## src/rtl/tmr_state_accumulator.sv

```systemverilog
// Triplicated WIDTH-bit state register with a bitwise 2-of-3 vote and continuous scrubbing.
// Flags copy disagreement and counts mismatch cycles in a saturating counter.
module tmr_state_accumulator #(
    parameter int WIDTH    = 8,
    parameter int MODE     = 0,
    parameter int ERRCNT_W = 8
) (
    input  logic                clk,
    input  logic                rstn,
    input  logic [WIDTH-1:0]    inA,
    input  logic [WIDTH-1:0]    inB,
    input  logic [WIDTH-1:0]    inC,
    input  logic                enA,
    input  logic                enB,
    input  logic                enC,
    input  logic                errClear,
    output logic [WIDTH-1:0]    outA,
    output logic [WIDTH-1:0]    outB,
    output logic [WIDTH-1:0]    outC,
    output logic                tmrErr,
    output logic [ERRCNT_W-1:0] errCount
);

    logic [WIDTH-1:0]    state_a_q, state_b_q, state_c_q;
    logic [WIDTH-1:0]    next_a, next_b, next_c;
    logic [WIDTH-1:0]    voted_d;
    logic                mismatch;
    logic                tmr_err_q;
    logic [ERRCNT_W-1:0] errcnt_q, errcnt_d;

    // Add mode drops the carry, so the state wraps modulo 2^WIDTH.
    function automatic logic [WIDTH-1:0] upd(input logic [WIDTH-1:0] op,
                                             input logic [WIDTH-1:0] st);
        if (MODE == 1) return st + op;
        else           return st ^ op;
    endfunction

    always_comb begin
        next_a   = enA ? upd(inA, state_a_q) : state_a_q;
        next_b   = enB ? upd(inB, state_b_q) : state_b_q;
        next_c   = enC ? upd(inC, state_c_q) : state_c_q;
        voted_d  = (next_a & next_b) | (next_b & next_c) | (next_a & next_c);
        mismatch = (next_a != next_b) || (next_b != next_c);
    end

    // Clear wins over the old count but still records a same-cycle mismatch.
    always_comb begin
        errcnt_d = errcnt_q;
        if (errClear)
            errcnt_d = ERRCNT_W'(mismatch);
        else if (mismatch && (errcnt_q != {ERRCNT_W{1'b1}}))
            errcnt_d = errcnt_q + ERRCNT_W'(1);
    end

    always_ff @(posedge clk) begin
        if (!rstn) begin
            state_a_q <= '0;
            state_b_q <= '0;
            state_c_q <= '0;
            tmr_err_q <= 1'b0;
            errcnt_q  <= '0;
        end else begin
            state_a_q <= voted_d;
            state_b_q <= voted_d;
            state_c_q <= voted_d;
            tmr_err_q <= mismatch;
            errcnt_q  <= errcnt_d;
        end
    end

    assign outA     = state_a_q;
    assign outB     = state_b_q;
    assign outC     = state_c_q;
    assign tmrErr   = tmr_err_q;
    assign errCount = errcnt_q;

endmodule

```

## config.mk

```make
export PLATFORM = sky130hd
export DESIGN_NAME = tmr_state_accumulator
export DESIGN_NICKNAME = d
export VERILOG_FILES = /design/src/rtl/tmr_state_accumulator.sv
export SDC_FILE = /design/constraint.sdc
export NUM_CORES = 1
export LEC_CHECK = 0
export BUFFER_PORTS_ARGS = -buffer_cell sky130_fd_sc_hd__buf_4
export CAP_MARGIN = 15
export CORE_MARGIN = 2
export CORE_UTILIZATION = 51
export CTS_CLUSTER_DIAMETER = 150
export DETAILED_ROUTE_END_ITERATION = 16
export HOLD_SLACK_MARGIN = 0.05
export PLACE_DENSITY = 0.88
export SLEW_MARGIN = 30
export SYNTH_ARGS = -nofsm -noshare
export SYNTH_HDL_FRONTEND = slang
export SYNTH_SLANG_ARGS = --single-unit
```

## constraint.sdc

```tcl
create_clock -name clk -period 3.9 [get_ports clk]
set_input_delay 0.585 -clock clk [delete_from_list [all_inputs] [get_ports clk]]
set_output_delay 0.585 -clock clk [all_outputs]
set_load 0.02 [all_outputs]
```

# Yosys cells after proc, flatten, opt, wreduce, memory -nomap -nowiden
# Cells that the tools add are included.
# W data, S select, Z words.
dict set report word_totals {
  reg_bits 17
  out_inout_bits 33
  wordCells 26
  input_bits 30
}
dict set report classes {
  n_bitwise 9
  n_mux 5
  reduce_logical 4
  eq_ne 3
  addsub 1
}
# cell n
set ops {}
lappend ops {{$and A8 B8 Y8} 3}
lappend ops {{$mux W8} 3}
lappend ops {{$xor A8 B8 Y8} 3}
lappend ops {{$ne A8 B8 Y1} 2}
lappend ops {{$or A8 B8 Y8} 2}
lappend ops {{$add A8 B1 Y8 const B} 1}
lappend ops {{$ne A8 B8 Y1 const B} 1}
lappend ops {{$mux W1} 2}
lappend ops {{$reduce_bool A2 Y1} 1}
lappend ops {{$reduce_or A2 Y1} 1}
lappend ops {{$logic_and A1 B1 Y1} 1}
lappend ops {{$logic_or A1 B1 Y1} 1}
lappend ops {{$not A1 Y1} 1}

# Depth between registers and ports, before layout
dict set report logic_depth {
  word_depth 7
  ltp_mapped 9
  mapped_depth_nobuf 7
}

# Worst setup path before layout
# OpenSTA, ideal clock, no wires.
dict set report synth_timing {
  path_kind {input to register}
  start {input port enB}
  end {register errcnt_q[0] (netlist: errCount[0])}
  arrival_time_ps 2267
  path_stages 8
  path_slack_ps 1519
  setup_time_ps 114
  path_buffers 1
  t_required_ps 3786
  path_cell_list {clkbuf_1 nand2_1 xnor2_1 ha_1 nor4_1 nand4_1 and2_1 a21o_1}
}
dict set report synth_between {
  elab_chain_cells 5
  word_cells_on_any_way 7
  classes_between {eq/ne: 2; mux: 2; reduce/logical: 3}
}
# element line
set synth_lines {}
lappend synth_lines {{start, declared} 14} ;# input logic enB,
lappend synth_lines {{$mux W8 *} 40} ;# next_b = enB ? upd(inB, state_b_q) : state_b_q;
lappend synth_lines {{$ne A8 B8 Y1} 43} ;# mismatch = (next_a != next_b) || (next_b != next_c);
lappend synth_lines {{$logic_or A1 B1 Y1 *} 43}
lappend synth_lines {{$logic_and A1 B1 Y1} 51} ;# else if (mismatch && (errcnt_q != {ERRCNT_W{1'b1}}))
lappend synth_lines {{$reduce_bool A2 Y1 (no line)} n/a}
lappend synth_lines {{end signal, assigned} 67} ;# errcnt_q <= errcnt_d;
lappend synth_lines {{end, declared} 29} ;# logic [ERRCNT_W-1:0] errcnt_q, errcnt_d;
# Mark *: on every way between the ends. The rest lies on a longest branch, timed or not.
# A chain may end at the register's enable or synchronous reset.

# Worst setup path after layout
# Same ends and word-level chain as after synthesis.

==> run_results.csv <==
group,metric,value,unit
outcome,status,"complete, no violations",
critical_path,cpLargestDelayFamily,"simple AND/OR/NAND/NOR gates",
critical_path,critPathSlowestCell,"nor4_1",
critical_path,critPathBufInv,1,
sta,post-route-min-period,2.24,ns
global_routing,grt_overflow,0,
logic_synthesis,synth_top_family_by_area,"simple AND/OR/NAND/NOR gates",
clocking,clkTransAtPathRegs,0.11,ns
critical_path,max_stage_delay,0.38,ns
logic_synthesis,ys_top_cells_by_area,"dfxtp_1, ha_1, xnor2_1",
power_and_ir_drop,leakage,0.821,nW
critical_path,worstSetupPathType,"in2reg",
clocking,clk_latency,0.30,ns
critical_path,cp.depth,8,
sta,tightest_slew,0.519,ns
logic_synthesis,synth_compound_area_share,9.92,%
clocking,tritoncts,"built",
cells_and_area,fin_nets,259,
critical_path,crit_required,4.10,ns
drt,wirelength,3340,um
power_and_ir_drop,peakVddDrop,0.000346,V
critical_path,cp_max_fo,8,
cells_and_area,syn_to_final_growth,27.4,%
global_routing,grt_antenna_before_repair,0,
logic_synthesis,synth-seq-area-share,24.3,%
global_routing,grt_pass1_vias,1310,
hold_path,hp-class,"reg2reg",
floorplan,core.rowCount,18,
place,gp_congestion,0.855,
sta,layout_setup_ws,1.66,ns
logic_synthesis,synth_top_cell_area_share,24.3,%
power_and_ir_drop,p_per_area,423,nW/um2
critical_path,ff2ff_path_depth,6,
clocking,cts_setup_buffers,0,
cells_and_area,final_common_cell,"buf_4",
logic_synthesis,synth_fa_ha_area_share,15.2,%
place,dpl.hpwl,2640,um
drt,viasPerCell,5.60,
floorplan,coreArea,2540,um2
clocking,cts_root_buf,"clkbuf_4",
floorplan,start_util,55.0,%
sta,finalSetupTns,0,ns
floorplan,die-area,3180,um2
global_routing,grt_max_degree,13,
hold_path,holdPathStages,2,
global_routing,grt_pass1_wl,5750,um
drt,drt_iter0_markers,58,
drt,firstDrtPassIters,4,
place,dpl_cell_area,1760,um2
clocking,clkSinkCount,17,
sta,skew,0.00609,ns
clocking,cts_resized,0,
logic_synthesis,postSynth.asyncResetShare,0,%
logic_synthesis,ys_seq_elements,17,
cells_and_area,drive_gt1_share,32.2,%
drt,detail_route.wl_per_cell,13.9,um
sta,fmax,0.447,GHz
logic_synthesis,ys_warn_count,0,
drt,ant_nets,0,
sta,fin_crit_sh,57.4,%
job,cap_violations,0,
logic_synthesis,ys_types,30,
logic_synthesis,yosys.area_share.simple,23.4,%
logic_synthesis,yosysTopAreaCell,"dfxtp_1",
cells_and_area,postLayoutCellArea,1780,um2
sta,finalSetupViolations,0,
global_routing,grt_use_total,22.3,%
sta,maxSlewHeadroom,65.3,%
logic_synthesis,synth_flop_cell,"dfxtp_1",
critical_path,worstPathCellList,"buf_4 > nand2_1 > xnor2_1 > ha_1 > nor4_1 > nand4_1 > and2_1 > a21o_1",
clocking,clockBufferDepth,2,
logic_synthesis,synth.area.mux_share,1.43,%
cells_and_area,ff_latch_area,340,um2
drt,drc,0,
cells_and_area,antenna_cells,0,
critical_path,endpoint_kind,"register",
floorplan,die_y,56.4,um
cells_and_area,nFillCells,208,
sta,slew_violations,0,
drt,dr_total_vias,1349,
logic_synthesis,syn_area_per_cell,8.43,um2
clocking,holdBufCountCts,0,
floorplan,dieWidth,56.4,um
place,port_buffers,62,
cells_and_area,multi_input_area,910,um2
critical_path,start_kind,"input port",
sta,hold_viol,0,
clocking,cts_buffers,3,
floorplan,num_io_pins,63,
cells_and_area,layout_common_cells,"buf_4, nand2_1, xnor2_1",
place,pre_cts_ws,1.38,ns
logic_synthesis,syn_nets,213,
logic_synthesis,synth-edff-count,0,
critical_path,cp_data_arrival_time,2.44,ns
sta,grt_setup_unrepaired,"false",
clocking,htree_levels,1,
logic_synthesis,synthCells,166,
logic_synthesis,yosys.area_share.xor_xnor,15.0,%
logic_synthesis,synth_area,1400,um2
[worst paths after layout]
| path | from | slack [ns] | to |
|---|---|---|---|
| max | enB | 1.66 | errCount[0] |
| max reg2reg | outC[2] | 1.70 | errCount[0] |
| min | errCount[5] | 0.52 | errCount[5] |
| min reg2reg | errCount[5] | 0.52 | errCount[5] |
[cell type report]
class | instances | area share, %
multi-input combinational | 127 | 51.0
inverter | 1 | 0.210
tap | 30 | 2.10
clock buffer | 3 | 1.26
sequential | 17 | 19.1
timing repair buffer | 62 | 26.1
clock inverter | 1 | 0.281
[power breakdown]
part	internal, mW	switching (mW)
logic	0.199	0.218
registers	0.195	0.0428
clock network	0.0382	0.0618
total	0.432	0.322
[synth_stat cells (2+ instances only)]
library cell   n
nand4b_1       2
dfxtp_1       17
nor4_1         5
a21oi_1        5
buf_4         16
a211oi_1       8
mux2i_1        2
nand2_1       28
nand3_1        4
xnor2_1       24
nand2b_1       2
o21ai_0        2
ha_1          17
nor2b_1        9
nand4_1        3
and3_1         2
o31ai_1        2
or4_1          2
nor2_1         2
clkbuf_1       4
[worst register-to-register path: stages, from the launching register on]
cell and delay [ns]:
dfxtp_1 0.48, xnor2_1 0.19, ha_1 0.28, nor4_1 0.38, nand4_1 0.33, and2_1 0.28, a21o_1 0.15
[flip-flops by register name, summed over array words and instances, names as in the netlist]
name      flops
errCount      8
outC          8
tmrErr        1
[cells by family after synthesis]
group                    count (synthesis)
adder cells (fa/ha/maj)                 17
buffers and inverters                   22
AO/OA/AOI/OAI                           21
XOR/XNOR                                24
multiplexers                             2
AND/OR/NAND/NOR                         63
flip-flops                              17
[per-stage QoR]
stage	power, mW	hold slack, ns	utilization (%)	cells
CTS	0.758	0.519	70.1	241
finish	0.754	0.522	70.1	241
global placement	0.639	0.480	69.0	237
detailed placement	0.658	0.496	69.0	237
floorplan	0.546	0.557	-	166
global route	0.811	0.560	70.1	241
[routing by layer]
metal | part of all wire, % | GRT usage, % | up-vias | wire length [um]
li1 | - | - | 652 | -
met1 | 42 | 28.9 | 629 | 1400
met2 | 49 | 38.3 | 64 | 1650
met3 | 7.7 | 2.30 | 4 | 257
met4 | 0.84 | 7.48 | 0 | 28
met5 | 0 | 0 | - | 0
No activity file was read; power rests on OpenSTA's default activity.
